==> src/rtl/snake_dir_ctrl.sv <==
// snake_dir_ctrl
// --------------
// Direction scheduler between the keycode decoder and the snake movement
// logic. Legal one-hot turn requests are buffered in a small FIFO. Exactly
// one queued turn is applied per qualifying game step, so fast key sequences
// land on consecutive steps instead of being lost.
//
// Ports:
//   clk          in   system clock, rising edge
//   rst_n        in   asynchronous active-low reset
//   key_valid    in   one-cycle strobe, movement holds a decoded direction
//   movement     in   one-hot direction (0001 up, 0010 left, 0100 down, 1000 right)
//   tick         in   one-cycle game-step strobe
//   enable       in   game running; gates tick only
//   clear        in   synchronous new-game flush, highest priority
//   dir          out  current one-hot heading
//   step         out  one-cycle pulse, advance one cell toward dir
//   queue_count  out  number of pending turns
//   queue_full   out  queue_count == DEPTH
//   drop_cnt     out  rejected requests, saturating at 255
//
// Strobe semantics: key_valid and tick are single-cycle strobes with no
// back-pressure. A request is sampled on the edge where key_valid is high
// and is either queued or discarded on that same edge. A tick is sampled
// on its edge and produces step one cycle later, together with the new dir.

module snake_dir_ctrl #(
    parameter int         DEPTH     = 4,
    parameter logic [3:0] RESET_DIR = 4'b1000
) (
    input  logic                     clk,
    input  logic                     rst_n,
    input  logic                     key_valid,
    input  logic [3:0]               movement,
    input  logic                     tick,
    input  logic                     enable,
    input  logic                     clear,
    output logic [3:0]               dir,
    output logic                     step,
    output logic [$clog2(DEPTH):0]   queue_count,
    output logic                     queue_full,
    output logic [7:0]               drop_cnt
);

    localparam int PW = $clog2(DEPTH);
    localparam int CW = PW + 1;

    logic [3:0]    fifo_q [DEPTH];
    logic [PW-1:0] rd_ptr_q;
    logic [PW-1:0] wr_ptr_q;
    logic [CW-1:0] count_q;
    logic [CW-1:0] count_d;
    logic          full_q;
    logic          full_d;
    logic [3:0]    dir_q;
    logic          step_q;
    logic [7:0]    drop_q;

    logic [3:0]    ref_dir;
    logic [3:0]    opp_dir;
    logic          is_onehot;
    logic          is_dup;
    logic          is_rev;
    logic          push;
    logic          pop;
    logic          drop;

    always_comb begin
        // Reference is the newest pending turn, so filtering is against the
        // heading the snake will have when this request is finally applied.
        ref_dir   = (count_q != '0) ? fifo_q[wr_ptr_q - PW'(1)] : dir_q;
        opp_dir   = {ref_dir[1:0], ref_dir[3:2]};
        is_onehot = (movement == 4'b0001) || (movement == 4'b0010) ||
                    (movement == 4'b0100) || (movement == 4'b1000);
        is_dup    = is_onehot && (movement == ref_dir);
        is_rev    = is_onehot && (movement == opp_dir);

        // Full uses the pre-edge count: a same-cycle pop does not make room.
        push = key_valid && is_onehot && !is_dup && !is_rev && !full_q;
        drop = key_valid && (!is_onehot || (!is_dup && (is_rev || full_q)));
        pop  = tick && enable && (count_q != '0);

        count_d = count_q + CW'(push) - CW'(pop);
        full_d  = (count_d == CW'(DEPTH));
    end

    always_ff @(posedge clk or negedge rst_n) begin
        if (!rst_n) begin
            for (int i = 0; i < DEPTH; i++) begin
                fifo_q[i] <= '0;
            end
            rd_ptr_q <= '0;
            wr_ptr_q <= '0;
            count_q  <= '0;
            full_q   <= 1'b0;
            dir_q    <= RESET_DIR;
            step_q   <= 1'b0;
            drop_q   <= '0;
        end else if (clear) begin
            rd_ptr_q <= '0;
            wr_ptr_q <= '0;
            count_q  <= '0;
            full_q   <= 1'b0;
            dir_q    <= RESET_DIR;
            step_q   <= 1'b0;
            drop_q   <= '0;
        end else begin
            step_q <= tick && enable;
            if (pop) begin
                dir_q    <= fifo_q[rd_ptr_q];
                rd_ptr_q <= rd_ptr_q + PW'(1);
            end
            if (push) begin
                fifo_q[wr_ptr_q] <= movement;
                wr_ptr_q         <= wr_ptr_q + PW'(1);
            end
            count_q <= count_d;
            full_q  <= full_d;
            if (drop && (drop_q != 8'hFF)) begin
                drop_q <= drop_q + 8'd1;
            end
        end
    end

    assign dir         = dir_q;
    assign step        = step_q;
    assign queue_count = count_q;
    assign queue_full  = full_q;
    assign drop_cnt    = drop_q;

endmodule

==> config.mk <==
export PLATFORM = sky130hd
export DESIGN_NAME = snake_dir_ctrl
export DESIGN_NICKNAME = d
export VERILOG_FILES = /design/src/rtl/snake_dir_ctrl.sv
export SDC_FILE = /design/constraint.sdc
export NUM_CORES = 1
export LEC_CHECK = 0
export BUFFER_PORTS_ARGS = -buffer_cell sky130_fd_sc_hd__buf_2
export CAP_MARGIN = 20
export CORE_MARGIN = 1.5
export CORE_UTILIZATION = 40
export CTS_CLUSTER_SIZE = 16
export DETAILED_ROUTE_END_ITERATION = 7
export GPL_TIMING_DRIVEN = 0
export PLACE_DENSITY = 0.68
export RECOVER_POWER = 50
export SETUP_SLACK_MARGIN = 0.4
export SYNTH_ARGS = -nofsm -noshare
export SYNTH_HDL_FRONTEND = slang
export SYNTH_SLANG_ARGS = --single-unit
==> constraint.sdc <==
create_clock -name clk -period 4 [get_ports clk]
set_input_delay 0 -clock clk [delete_from_list [all_inputs] [get_ports clk]]
set_output_delay 0 -clock clk [all_outputs]
set_load 0.005 [all_outputs]
==> run_results.csv <==
group,metric,value,unit
status,status,"finished, violations left",
status,violations,"capacitance limit, slew limit",
global_route,grt_pass1_wl,8230,um
sta,clock_skew,0.00780,ns
finish,instances_no_fill,316,
place,dpl.hpwl,3730,um
synth,yosys.area.top_type,"dfrtp_1",
clock_network,cts_tree,"yes",
critical_path,worstSetupEndpoint,"queue_full",
synth,syn_inst,207,
clock_network,clock_latency,0.29,ns
routing,drc,0,
synth,yosysUniqueCellTypes,48,
sta,max_freq,294,MHz
global_route,grt_max_degree,38,
routing,met2WireLength,2420,um
clock_network,cts.sinks,37,
routing,antenna_left,0,
sta,fin_crit_sh,85.0,%
routing,top_layer,"met4",
clock_network,cts_max_level,2,
sta,whs,0.124,ns
sta,final_hold_viol_count,0,
synth,synth_top_cell_area_share,38.1,%
clock_network,cts-root-buf,"clkbuf_8",
sta,min_period,3.40,ns
die,io_pins,27,
synth,synth_common_cells,"36 x dfrtp_1, 17 x mux2_2, 12 x nand2_1, 12 x nor2_1, 12 x xor2_1",
die,fp.dieH,79.9,um
power,power_density,531,nW/um^2
finish,utilization,49.3,%
finish,final_nets,261,
critical_path,rrSetupSlack,0.60,ns
routing,finalWirelength,5040,um
global_route,gr-total-overflow,0,
power,vdd_drop_max,0.281,mV
critical_path,cp-end-kind,"flop",
critical_path,critPathRequiredTime,4.19,ns
sta,grt_setup_unrepaired,"false",
synth,syn_nets,225,
die,initial_core_util,42.2,%
synth,synthFlopType,"dfrtp_1",
sta,slew-limit-headroom,-36.9,%
finish,layout-drive-gt1-share,31.6,%
run,drv_cap,1,
synth,synthMostInstantiatedCell,"dfrtp_1",
synth,yosysSeqAreaShare,39.2,%
synth,synth_area_leaders,"dfrtp_1 38%, mux2_2 8.1%, mux4_2 7.6%",
die,rows,27,
synth,ys_ff_latch,37,
place,placed_cells,303,
routing,avgViaCountPerCell,5.42,
clock_network,cts_buffers,5,
hold_path,hold_path_class,"in2reg",
sta,tightest_slew,2.05,ns
critical_path,worstPathMaxFanout,10,
routing,dr_wl_met3,188,um
global_route,track_usage,16.6,%
place,dp_slack,0.236,ns
global_route,antenna_found_initial,0,
finish,insertedDiodeCount,0,
die,fp.coreArea,5610,um^2
place,gp_congestion,0.839,
global_route,grt_pass1_vias,1685,
die,design.die.area,6390,um^2
finish,area_growth,16.9,%
critical_path,criticalPathCategory,"reg2reg",
place,io_buffers,24,
critical_path,reg2reg_from,"wr_ptr_q[0]",
sta,finalWorstSetupSlack,0.599,ns
critical_path,cp.arrival,3.60,ns
routing,drt_iter0_drc,61,
clock_network,ctsLongestPathBuffers,2,
routing,wire_per_inst,16.0,um
critical_path,startpoint_type,"flop",
die,die_w,79.9,um
routing,routedLengthMet1,2360,um
critical_path,reg2regPathDepth,16,
sta,setup_viol,0,
routing,vias,1713,
sta,drv_slew,38,
synth,synthArstFlopShare,100,%
routing,dr.pass1.iters,4,
sta,fin_setup_tns,0,ns
clock_network,clk_pin_slew_worst_paths,0.08,ns
critical_path,rr_endpoint,"queue_full",
power,leakage,1.22,nW
synth,synth.cell_area,2370,um^2
synth,avgSynthCellArea,11.4,um^2
synth,synth-edff-count,0,
critical_path,critPathLaunch,"wr_ptr_q[0]",
synth,yosys_warnings,0,
## where the power goes
| part | leakage, nW | switching [W] | internal (W) | total (W) |
|---|---|---|---|---|
| Clock | 0.0543 | 0.000142 | 0.000187 | 0.000328 |
| Combinational | 0.676 | 0.000305 | 0.000289 | 0.000594 |
| Sequential | 0.493 | 0.0000861 | 0.000460 | 0.000546 |
| Total | 1.22 | 0.000533 | 0.000935 | 0.00147 |
## area by class of cell
| cell class | instances | area [um^2] |
|---|---|---|
| fillers | 545 | 2840 |
| inverters | 10 | 37.5 |
| multi-input cells | 148 | 1370 |
| flip-flops and latches | 37 | 927 |
| clock buffers | 5 | 68.8 |
| repair buffers | 29 | 158 |
| plain buffers | 12 | 71.3 |
| well taps | 72 | 90.1 |
| clock inverters | 3 | 46.3 |
## worst max-delay path: stages (launching register included)
cell and delay (ns):
dfrtp_1 0.36, buf_6 0.14, inv_1 0.10, ha_4 0.32, mux4_2 0.34, and2_1 0.19, o32ai_2 0.13, a22o_1 0.23
buf_6 0.16, nand2_1 0.07, ha_1 0.29, inv_1 0.05, ha_1 0.13, inv_1 0.05, fa_1 0.37, xnor2_1 0.16
nor4b_2 0.23
## per-layer routing
layer  vias to the layer above  GRT usage [%]
met1                       848           21.8
met3                         8           3.89
li1                        818              -
met5                         -              0
met2                        39           26.8
met4                         0           5.52
## flip-flops by register name, summed over array words and instances, names as in the netlist
name	flops
dir	4
drop_cnt	8
fifo_q	16
queue_count	3
queue_full	1
rd_ptr_q	2
step	1
wr_ptr_q	2
## placed cells by master, fill, tap and decap left out, drive strengths merged, types with 2 or more instances in the layout
cell type     n
dfrtp        36
inv           9
xor2         12
dlygate4sd3   3
o21ai         3
nor2b         7
xnor2         6
o31ai         3
clkbuf       16
nor3          4
nand3         8
nor4b         3
nor4          9
mux4          8
nand3b        2
mux2         22
a21o          2
buf          27
clkinv        2
nor2         12
a21oi         8
nand2        12
ha            7
and3          4
## stage by stage
| stage | power (W) | cell area [um^2] |
|---|---|---|
| global placement | 0.00108 | 2580 |
| detailed placement | 0.00110 | 2580 |
| finish | 0.00147 | 2770 |
| floorplan | 0.000953 | 2370 |
| CTS | 0.00145 | 2740 |
| global route | 0.00156 | 2770 |
## cells by family after synthesis
kind of cell / synth area share (%)
xor+xnor: 6.66
mux: 18.1
buf+inv: 4.34
fa+ha+maj: 4.55
flops: 39.2
simple gates: 19.4
compound gates: 7.83
## what timing repair did
action                                  4_1_cts  5_1_grt
hold endpoints to repair                     37        0
buffers inserted                              1        1
resized for setup                             3        4
pin swaps                                     1        1
hold buffers                                  3        0
endpoints found under the setup margin        2        2
## how the worst min path moves through the flow
stage          depth (start not counted)        start     endpoint  slack (ns)
2_1_floorplan                          0        rst_n       dir[0]       -0.30
3_3_place_gp                           1        rst_n  drop_cnt[2]        0.16
3_5_place_dp                           1        rst_n  wr_ptr_q[0]        0.17
4_1_cts                                2  movement[0]    fifo_q[0]        0.12
5_1_grt                                2  movement[0]    fifo_q[0]        0.14
6_report                               2  movement[0]    fifo_q[0]        0.12
Note: power is estimated with default switching activity, not from simulation.
